### src/rtl/usb_bus_state.sv
// USB line-state monitor: synchronizes and glitch-filters D+/D-, then tracks
// ACTIVE / SUSPEND / RESUME / BUS_RESET from long J and SE0 runs.
module usb_bus_state #(
    parameter int FILTER_CYCLES  = 3,
    parameter int SUSPEND_CYCLES = 144000,
    parameter int RESET_CYCLES   = 12000
) (
    input  logic       clk,
    input  logic       reset_n,
    input  logic       usb_p_rx,
    input  logic       usb_n_rx,
    output logic [1:0] line_state,
    output logic       bus_reset,
    output logic       suspend,
    output logic       resume,
    output logic [1:0] state
);

    localparam int JW = $clog2(SUSPEND_CYCLES + 1);
    localparam int SW = $clog2(RESET_CYCLES + 1);
    localparam logic [JW-1:0] J_LIMIT   = JW'(SUSPEND_CYCLES);
    localparam logic [SW-1:0] SE0_LIMIT = SW'(RESET_CYCLES);
    localparam logic [3:0]    FILT_LIM  = 4'(FILTER_CYCLES);

    localparam logic [1:0] LS_SE0 = 2'b00;
    localparam logic [1:0] LS_K   = 2'b01;
    localparam logic [1:0] LS_J   = 2'b10;

    localparam logic [1:0] ST_ACTIVE    = 2'd0;
    localparam logic [1:0] ST_SUSPEND   = 2'd1;
    localparam logic [1:0] ST_RESUME    = 2'd2;
    localparam logic [1:0] ST_BUS_RESET = 2'd3;

    logic [1:0]    sync1, sync2, cand;
    logic [3:0]    filt_cnt, filt_next;
    logic [JW-1:0] j_cnt, j_next;
    logic [SW-1:0] se0_cnt, se0_next;
    logic          j_reach, se0_reach;
    logic [1:0]    state_next;

    always_ff @(posedge clk or negedge reset_n) begin
        if (!reset_n) begin
            sync1 <= 2'b00;
            sync2 <= 2'b00;
        end else begin
            sync1 <= {usb_p_rx, usb_n_rx};
            sync2 <= sync1;
        end
    end

    // filt_cnt counts consecutive samples equal to cand that differ from line_state
    always_comb begin
        filt_next = 4'd1;
        if (sync2 == cand && filt_cnt != 4'd0)
            filt_next = filt_cnt + 4'd1;
    end

    always_ff @(posedge clk or negedge reset_n) begin
        if (!reset_n) begin
            cand       <= 2'b00;
            filt_cnt   <= 4'd0;
            line_state <= LS_SE0;
        end else begin
            cand <= sync2;
            if (sync2 == line_state) begin
                filt_cnt <= 4'd0;
            end else if (filt_next == FILT_LIM) begin
                line_state <= sync2;
                filt_cnt   <= 4'd0;
            end else begin
                filt_cnt <= filt_next;
            end
        end
    end

    always_comb begin
        j_next = '0;
        if (line_state == LS_J)
            j_next = (j_cnt == J_LIMIT) ? j_cnt : j_cnt + JW'(1);
        se0_next = '0;
        if (line_state == LS_SE0)
            se0_next = (se0_cnt == SE0_LIMIT) ? se0_cnt : se0_cnt + SW'(1);
        j_reach   = (j_cnt != J_LIMIT) && (j_next == J_LIMIT);
        se0_reach = (se0_cnt != SE0_LIMIT) && (se0_next == SE0_LIMIT);
    end

    always_comb begin
        state_next = state;
        case (state)
            ST_ACTIVE:    if (j_reach) state_next = ST_SUSPEND;
            ST_SUSPEND:   if (line_state == LS_K) state_next = ST_RESUME;
            ST_RESUME:    if (line_state == LS_J || line_state == LS_SE0) state_next = ST_ACTIVE;
            ST_BUS_RESET: if (line_state != LS_SE0) state_next = ST_ACTIVE;
            default:      state_next = ST_ACTIVE;
        endcase
        // Extended SE0 overrides whatever else would happen this cycle
        if (se0_reach)
            state_next = ST_BUS_RESET;
    end

    always_ff @(posedge clk or negedge reset_n) begin
        if (!reset_n) begin
            j_cnt     <= '0;
            se0_cnt   <= '0;
            state     <= ST_ACTIVE;
            bus_reset <= 1'b0;
            suspend   <= 1'b0;
            resume    <= 1'b0;
        end else begin
            j_cnt     <= j_next;
            se0_cnt   <= se0_next;
            state     <= state_next;
            bus_reset <= (state_next == ST_BUS_RESET);
            suspend   <= (state_next == ST_SUSPEND);
            resume    <= (state == ST_SUSPEND) && (state_next == ST_RESUME);
        end
    end

endmodule

### config.mk
export PLATFORM = sky130hd
export DESIGN_NAME = usb_bus_state
export DESIGN_NICKNAME = d
export VERILOG_FILES = /design/src/rtl/usb_bus_state.sv
export SDC_FILE = /design/constraint.sdc
export NUM_CORES = 1
export LEC_CHECK = 0
export CAP_MARGIN = 20
export CORE_MARGIN = 5
export CORE_UTILIZATION = 53
export DETAILED_ROUTE_END_ITERATION = 8
export PLACE_DENSITY = 0.74
export SYNTH_ARGS = -nofsm -noshare
export SYNTH_HDL_FRONTEND = slang
export SYNTH_SLANG_ARGS = --single-unit
### constraint.sdc
create_clock -name clk -period 3.1 [get_ports clk]
set_input_delay 0.62 -clock clk [delete_from_list [all_inputs] [get_ports clk]]
set_output_delay 0.62 -clock clk [all_outputs]
set_load 0.05 [all_outputs]
After elaboration in Yosys (flattened, before gate mapping):

Index checks and enable logic that the tools add are counted.

* bits of input ports: 4
* word-level logic and storage cells: 55
* bits in latches: 0
* output and inout bits: 7
* memories kept: 0
* bits in read-only memories: 0
* flip-flop bits (word level): 49
* memory bits (writable): 0

* bitwise logic cells: 1
* $lt $le $gt $ge: 0
* reduce and logical (&&, ||, !) cells: 10
* mux-type cells: 13
* eq/ne operators: 17
* divide/modulo/power cells: 0
* shifts and indexed selects: 0
* add/sub/neg operators: 3
* multiply operators: 0

Operators with widths (count)
* 18-bit equality test (second input constant): 2
* 18-bit two-way mux: 2
* 14-bit equality test (second input constant): 2
* 14-bit two-way mux: 2
* 18-bit by 1-bit adder with 18-bit output (second input constant): 1
* 18-bit != test (second input constant): 1
* 14-bit by 1-bit adder with 14-bit output (second input constant): 1
* 14-bit != test (second input constant): 1
* 4-bit two-way mux: 3
* 2-bit equality test (second input constant): 5
* 2-bit two-way mux: 5
* 2-bit case mux with 4 select lines: 1
* 2-bit by 1-bit equality test with 1-bit output (second input constant): 3
* 4-bit by 1-bit adder with 4-bit output (second input constant): 1
* 2-bit equality test: 2
* 4-bit by 2-bit equality test with 1-bit output (second input constant): 1
* 1-bit logical AND: 4
* 2-bit logical NOT: 2
* 4-bit nonzero test: 1
* 2-bit AND reduction: 1
* 2-bit nonzero test: 1
* 1-bit logical OR: 1
* 1-bit inverter: 1

Longest topological paths before layout:

Gate-level depths: netlist of run 1.

* word-level depth: 10
* depth in mapped cells: 9
* gate-level depth less buffers: 9

Least setup slack after synthesis of run 1:

No wires, ideal clock.

* path kind: flip-flop to flip-flop
* start: register se0_cnt[0]
* end: register suspend
* path buffers: 0
* path slack: 0.883 ns
* period minus slack after synthesis: 2.217 ns
* data required time: 2.980 ns
* library setup time: 0.120 ns
* stages on the path, launching flop included: 9
* arrival: 2.097 ns
* path through: dfrtp_1 > ha_1 > xor2_1 > nor3b_1 > o21ai_1 > or4_4 > nor4b_4 > a21oi_2 > o211a_1

* cells in the longest elaborated chain, start to end: 7
* elaborated cells on any way between the ends: 9
* those cells by class: 1 x add/sub; 4 x eq/ne; 3 x mux; 1 x reduce/logical

Ends and longest elaborated chain
* start: declaration: RTL line 37 `logic [SW-1:0] se0_cnt, se0_next;`
* start signal: assignment: RTL line 111 `se0_cnt <= se0_next;`
* 14-bit by 1-bit adder with 14-bit output or 14-bit equality test (tied branches): RTL line 82 `se0_next = (se0_cnt == SE0_LIMIT) ? se0_cnt : se0_cnt + SW'(1);`
* 14-bit two-way mux: RTL line 82
* 14-bit two-way mux: RTL line 81 `if (line_state == LS_SE0)`
* 14-bit equality test: RTL line 84 `se0_reach = (se0_cnt != SE0_LIMIT) && (se0_next == SE0_LIMIT);`
* 1-bit logical AND *: RTL line 84
* 2-bit two-way mux *: RTL line 97 `if (se0_reach)`
* 2-bit by 1-bit equality test with 1-bit output *: RTL line 114 `suspend <= (state_next == ST_SUSPEND);`
* end signal: assignment: RTL line 114
* end: declaration: RTL line 14 `output logic suspend,`

Mark *: on every way between the ends. The rest lies on a longest branch, timed or not.
A chain may end at the register's enable or synchronous reset.

Worst setup path in the final report of run 1:

Ends and elaborated chain as after synthesis.

==> run metrics, run 1 <==
DR vias=1988; fmax=422 MHz; Synth-to-Final Area Change=11.4%; Max stage delay on crit path=530 ps; iteration-0 DRC count of the detailed router=61; first-pass GRT wire length=9.21 mm; Design Power=0.00171 W; Worst EP required=3300 ps; crit path from=se0_cnt[0]$_DFF_PN0_; # resized after CTS=0; Post-synth ARST share=100%; RSZ-0062 raised after global routing=false; row count=25; final setup fails=0; largest net degree at the start of global routing=50; die height=80.9 um; Fin Clk Skew=6.08 ps; Ports=11; setup bufs post-CTS=0; gpl congestion=0.842; total number of H-tree levels=2; gr usage total=18.1%; clock buffer depth=2; main flop type after synthesis=dfrtp_1; Area after DPL=0.00281 mm2; final instance area=0.00297 mm2; Final Max Tran Viols=0; core box area=0.00479 mm2; total placed cells including tap cells=337; TritonCTS Buffers=5; CP cell instances=ha_1, xor2_1, nor3b_1, o21ai_1, or4_4, nor4b_4, a21oi_2, o211a_1; library cells used by synthesis=45; router iterations before antenna repair=4; Avg Synthesized Cell Area=10.0 um2; number of global-route vias before repair=1984; initial antenna violation count=0; Worst-Skew Late Latency=300 ps; WP depth=8; Non-Filler Instances=346; Reg clk slew, reported paths=90 ps; worst path bufs/invs=0; Remaining DRCs=0; Syn. warnings=0; antenna cells=0; Root Buffer=clkbuf_8; minimum clock period=2370 ps; peak supply drop=0.458 mV; CP Launch Type=register; clock sinks=49; CP max-delay cell=or4_4; Detailed Place HPWL=3.49 mm; sequential area share after synthesis=46.1%; Critical Path Sink Type=register; hold_ws=213 ps; Hold Crit Class=input pin to asynchronous set/reset pin; fillcell total=407; Buffers on Ports=10; Worst Setup Path Type=register to register; Max Cap Violations=0; share of cells above drive strength 1=10.4%; # hold bufs at CTS=0; setup tns final=0 ps; Mapped Nets=276; FF-to-FF path depth=8; Initial Util=55.6%; antenna-violating nets left=0; cell family with most CP delay=simple AND/OR/NAND/NOR gates; period utilization=76.4%; cell area power density=577 mW/mm2; total grt overflow=0; leakage power=1.17 nW; Worst-Margin Slew=546 ps; crit-path max FO=7; area of the multi-input gates=0.00135 mm2; Synth Cell Area=0.00266 mm2; Arr. time, crit path=2570 ps; Yosys reg bits=49; CTS tree=built; Routed WL per cell=14.8 um; r2r setup slk=730 ps; RR Startpoint=se0_cnt[0]$_DFF_PN0_; die area=0.00654 mm2; nets@finish=288; Post-Syn Instances=266; vias per inst=5.75; Die X=80.9 um; Reg area=0.00123 mm2; Post-synth EDFFs=0; Total Wirelength=5.14 mm; final hold violations=0; slew margin rel.=63.6%; status=complete, no violations
layout by cell type, fill, tap and decap left out, drive strengths merged, types with 4 or more instances in the layout:
| cell type | Yosys | final |
|---|---|---|
| clkdlybuf4s50 | 0 | 9 |
| dfrtp | 49 | 49 |
| nand3 | 20 | 20 |
| nand2 | 9 | 9 |
| nor2 | 39 | 39 |
| inv | 13 | 13 |
| nor3b | 5 | 5 |
| xor2 | 16 | 16 |
| nand4 | 6 | 6 |
| nor4b | 7 | 7 |
| o21ai | 8 | 8 |
| ha | 6 | 6 |
| nor3 | 10 | 10 |
| xnor2 | 19 | 19 |
| or3 | 5 | 5 |
| clkbuf | 4 | 5 |
| a21oi | 9 | 9 |
| a31oi | 4 | 4 |
| nand2b | 4 | 4 |
flip-flops by register name, summed over array words and instances, names as in the netlist:
register,cells
sync2,2
cand,2
state,2
sync1,2
suspend,1
resume,1
se0_cnt,14
j_cnt,18
filt_cnt,4
line_state,2
bus_reset,1
per-layer routing:
metal	track usage (%)	wire length [um]	vias up
met2	31.4	2680	30
met3	3.44	119	9
met5	0	0	-
li1	-	-	947
met1	22.0	2230	1002
met4	7.43	104	0
power breakdown:
group	switching (W)	leakage (nW)	internal [W]
Clock	0.000211	0.0681	0.000320
Sequential	0.0000890	0.661	0.000688
Combinational	0.000247	0.442	0.000157
layout make-up:
cell class,count,area share (%)
Sequential cell,49,41.4
Timing Repair Buffer,12,4.14
Tap cell,67,2.83
Inverter,13,1.65
Clock buffer,5,2.32
Multi-Input combinational cell,197,45.5
Clock inverter,3,2.19
kinds of logic (layout without fill, tap and decap cells):
family,count (synthesis),in the layout,synth area share [%]
adder cells (fa/ha/maj),7,7,3.20
XOR/XNOR,35,35,11.5
AND/OR/NAND/NOR,126,126,28.6
buffers and inverters,20,33,3.24
AO/OA/AOI/OAI,25,25,5.73
multiplexers,4,4,1.64
flip-flops,49,49,46.1
stage by stage:
| step | utilization, % | worst slack [ps] |
|---|---|---|
| 5_1_grt | 62.0 | 553 |
| 2_1_floorplan | - | 883 |
| 3_3_place_gp | 58.7 | 792 |
| 6_report | 62.0 | 731 |
| 4_1_cts | 61.5 | 727 |
| 3_5_place_dp | 58.7 | 748 |
synth_stat cells, types with 2 or more instances:
| cell type | count | area, um2 |
|---|---|---|
| dfrtp_1 | 49 | 1230 |
| nor2_1 | 38 | 143 |
| xnor2_1 | 19 | 166 |
| nand3_1 | 18 | 90.1 |
| xor2_1 | 16 | 140 |
| inv_1 | 13 | 48.8 |
| nor3_1 | 10 | 50.1 |
| nand2_1 | 9 | 33.8 |
| a21oi_1 | 7 | 35.0 |
| o21ai_0 | 7 | 35.0 |
| ha_1 | 6 | 75.1 |
| nand4_1 | 5 | 31.3 |
| or3_1 | 5 | 31.3 |
| a31oi_1 | 4 | 25.0 |
| clkbuf_1 | 4 | 15.0 |
| nand2b_1 | 4 | 25.0 |
| nor3b_1 | 4 | 30.0 |
| nor4b_2 | 4 | 60.1 |
| and3_1 | 3 | 18.8 |
| and4_1 | 3 | 26.3 |
| buf_4 | 3 | 22.5 |
| mux2_2 | 3 | 33.8 |
| nand3b_1 | 3 | 22.5 |
| a211oi_1 | 2 | 15.0 |
| a21oi_2 | 2 | 17.5 |
| nand3_2 | 2 | 20.0 |
| nor2b_1 | 2 | 12.5 |
| nor4_2 | 2 | 25.0 |
| nor4b_1 | 2 | 17.5 |
| nor4bb_1 | 2 | 20.0 |
worst register-to-register path, delay by kind of cell, from the launching register on:
family | cells | cell delay [ps]
XOR/XNOR | 1 | 160
AND/OR/NAND/NOR | 3 | 1000
AO/OA/AOI/OAI | 3 | 320
flip-flops | 1 | 470
adder cells (fa/ha/maj) | 1 | 300
worst paths after layout:
path / end
max in group asynchronous: line_state[1]$_DFFE_PN0P_
setup / recovery: suspend$_DFF_PN0_
min in group clk: sync2[1]$_DFF_PN0_
hold / removal: j_cnt[11]$_DFF_PN0_
hold reg to reg: sync2[1]$_DFF_PN0_
setup reg to reg: suspend$_DFF_PN0_
Note: power is estimated with default switching activity, not from simulation.
==> inputs of run 2 (changes only) <==
==> constraint.sdc (replaced) <==
create_clock -name clk -period 2.29 [get_ports clk]
set_input_delay 0.458 -clock clk [delete_from_list [all_inputs] [get_ports clk]]
set_output_delay 0.458 -clock clk [all_outputs]
set_load 0.05 [all_outputs]
==> run 2 against run 1 <==
  * Sequential power rose by 35%
  * Die area did not move
  * Critical path type unchanged
  * Largest cell class unchanged
  * Non-clock buffer count increased by 16
==> run metrics, run 2 (synthesis results as in run 1) <==
Internal Power=0.00144 W (was 0.00117 W); Synth-to-Final Area Change=15.7% (was 11.4%); clock sinks=49 (unchanged); gpl congestion=0.843 (was 0.842); largest register by flop count=j_cnt (unchanged); cell family with most CP delay=simple AND/OR/NAND/NOR gates (unchanged); nets@finish=304 (was 288); final hold violations=0 (unchanged); DR vias=2009 (was 1988); CTS tree=built (unchanged); sequential power share=46.7% (was 45.4%); # hold bufs at CTS=0 (unchanged); combinational share of power=28.5% (was 23.6%); Hold Crit Class=input pin to asynchronous set/reset pin (unchanged); switch share=35.9% (was 32.0%); Root Buffer=clkbuf_8 (unchanged); CP cell instances=ha_2, buf_6, nand4_4, nor2_4, xnor2_2, or4_4, nor4b_4, a21oi_2, o211a_1 (was ha_1, xor2_1, nor3b_1, o21ai_1, or4_4, nor4b_4, a21oi_2, o211a_1); RSZ-0062 raised after global routing=true (was false); die area=0.00654 mm2 (unchanged); leakage power=1.24 nW (was 1.17 nW); Remaining DRCs=0 (unchanged); number of global-route vias before repair=2005 (was 1984); commonest cells after routing, fill and taps aside=47 x dfrtp_1, 38 x nor2_1, 18 x xnor2_1, 18 x nand3_1, 17 x buf_4 (was 49 x dfrtp_1, 38 x nor2_1, 19 x xnor2_1, 18 x nand3_1, 16 x xor2_1); row count=25 (unchanged); iteration-0 DRC count of the detailed router=104 (was 61); core box area=0.00479 mm2 (unchanged); minimum clock period=2240 ps (was 2370 ps); vias per inst=5.55 (was 5.75); Final Max Tran Viols=0 (unchanged); Worst-Skew Late Latency=310 ps (was 300 ps); Max stage delay on crit path=500 ps (was 530 ps); Worst EP required=2490 ps (was 3300 ps); Max Cap Violations=0 (unchanged); biggest regs=j_cnt x18, se0_cnt x14, filt_cnt x4 (unchanged); gr usage total=17.8% (was 18.1%); FF-to-FF path depth=9 (was 8); r2r setup slk=50 ps (was 730 ps); Routed WL per cell=14.4 um (was 14.8 um); peak supply drop=0.652 mV (was 0.458 mV); total number of H-tree levels=2 (unchanged); share of cells above drive strength 1=16.9% (was 10.4%); worst path bufs/invs=1 (was 0); Area after DPL=0.00291 mm2 (was 0.00281 mm2); crit-path max FO=5 (was 7); clock buffer depth=2 (unchanged); RR Startpoint=se0_cnt[0]$_DFF_PN0_ (unchanged); Critical Path Sink Type=register (unchanged); Total Wirelength=5.20 mm (was 5.14 mm); fillcell total=378 (was 407); final setup fails=0 (unchanged); Worst Setup Path Type=register to register (unchanged); Design Power=0.00225 W (was 0.00171 W); clock group share of total power=24.8% (was 31.0%); Detailed Place HPWL=3.64 mm (was 3.49 mm); Psw=0.000806 W (was 0.000547 W); Die X=80.9 um (unchanged); reg2reg end=suspend$_DFF_PN0_ (unchanged); most common cell after layout, fill and taps aside=dfrtp_1 (unchanged); CP max-delay cell=or4_4 (unchanged); first-pass GRT wire length=9.14 mm (was 9.21 mm); slew margin rel.=60.7% (was 63.6%); fmax=446 MHz (was 422 MHz); antenna-violating nets left=0 (unchanged); Ports=11 (unchanged); die height=80.9 um (unchanged); antenna cells=0 (unchanged); Initial Util=55.6% (unchanged); post-layout util=64.4% (was 62.0%); cell area power density=729 mW/mm2 (was 577 mW/mm2); router iterations before antenna repair=4 (unchanged); Worst-Margin Slew=589 ps (was 546 ps); period utilization=98.0% (was 76.4%); max reg flops=18 (unchanged); status=complete, no violations (unchanged); largest net degree at the start of global routing=50 (unchanged); Buffers on Ports=10 (unchanged); total grt overflow=0 (unchanged); final instance area=0.00308 mm2 (was 0.00297 mm2); initial antenna violation count=0 (unchanged); Reg clk slew, reported paths=110 ps (was 90 ps); TritonCTS Buffers=5 (unchanged); Arr. time, crit path=2450 ps (was 2570 ps); Fin Clk Skew=11.8 ps (was 6.08 ps); CP Launch Type=register (unchanged)
==> run 2: cell types whose count changed in the layout (fill, tap and decap cells not counted), sizes merged <==
cell	previous run	this run
buf	3	19
inv	13	15
bufinv	2	0
==> run 2: worst max-delay path by stage <==
stage / startpoint / endpoint / cells after the start
floorplan: se0_cnt[0]$_DFF_PN0_ / suspend$_DFF_PN0_ / 8
global placement: se0_cnt[0]$_DFF_PN0_ / suspend$_DFF_PN0_ / 8
detailed placement: se0_cnt[0]$_DFF_PN0_ / suspend$_DFF_PN0_ / 9
CTS: se0_cnt[0]$_DFF_PN0_ / suspend$_DFF_PN0_ / 9
global route: se0_cnt[0]$_DFF_PN0_ / suspend$_DFF_PN0_ / 9
finish: se0_cnt[0]$_DFF_PN0_ / suspend$_DFF_PN0_ / 9
==> run 2: metrics by stage <==
step / hold slack [ps] / TNS, ps / worst slack (ps) / std cells
finish: 226 / 0 / 46.8 / 362
global route: 294 / -54.3 / -54.3 / 362
CTS: 257 / 0 / 11.2 / 359
detailed placement: 340 / 0 / 33.6 / 350
global placement: 336 / 0 / 102 / 350
floorplan: 162 / 0 / 72.6 / 266
==> run 2: cell type report <==
class                   instances  area (um2)  share of cell area [%]
multi-input cells             197        1390                    45.1
flip-flops and latches         49        1230                    39.9
clock inverters                 3        28.8                   0.934
clock buffers                   5        68.8                    2.23
well taps                      67        83.8                    2.72
repair buffers                 28         234                    7.59
inverters                      13        48.8                    1.58
==> run 2: what timing repair did <==
action | CTS | global route
buffers inserted | 1 | 3
pin swaps | 0 | 4
endpoints found under the setup margin | 1 | 4
resized for setup | 0 | 9
endpoints found under the hold margin | 0 | 0
==> run 2: metal layers <==
metal	GRT usage (%)	up-vias	share of wire, %
li1	-	977	-
met1	22.4	994	45
met2	31.0	32	51
met3	3.66	6	2.5
met4	5.07	0	1.1
met5	0	-	0
==> run 2: power groups by stage <==
stage / registers [W] / clock network, W / logic [W]
floorplan: 0.00109 / 0 / 0.000353
global placement: 0.00106 / 0 / 0.000594
detailed placement: 0.00106 / 0 / 0.000603
CTS: 0.00104 / 0.000570 / 0.000618
global route: 0.00107 / 0.000615 / 0.000710
finish: 0.00105 / 0.000558 / 0.000639
==> inputs of run 3 (changes only) <==
--- a/config.mk
+++ b/config.mk
@@ -10,6 +10,7 @@
 export CORE_UTILIZATION = 53
 export DETAILED_ROUTE_END_ITERATION = 8
 export PLACE_DENSITY = 0.74
+export SLEW_MARGIN = 20
 export SYNTH_ARGS = -nofsm -noshare
 export SYNTH_HDL_FRONTEND = slang
 export SYNTH_SLANG_ARGS = --single-unit
==> results of run 3 <==
Final layout, timing and power as in run 2 (identical DEF).
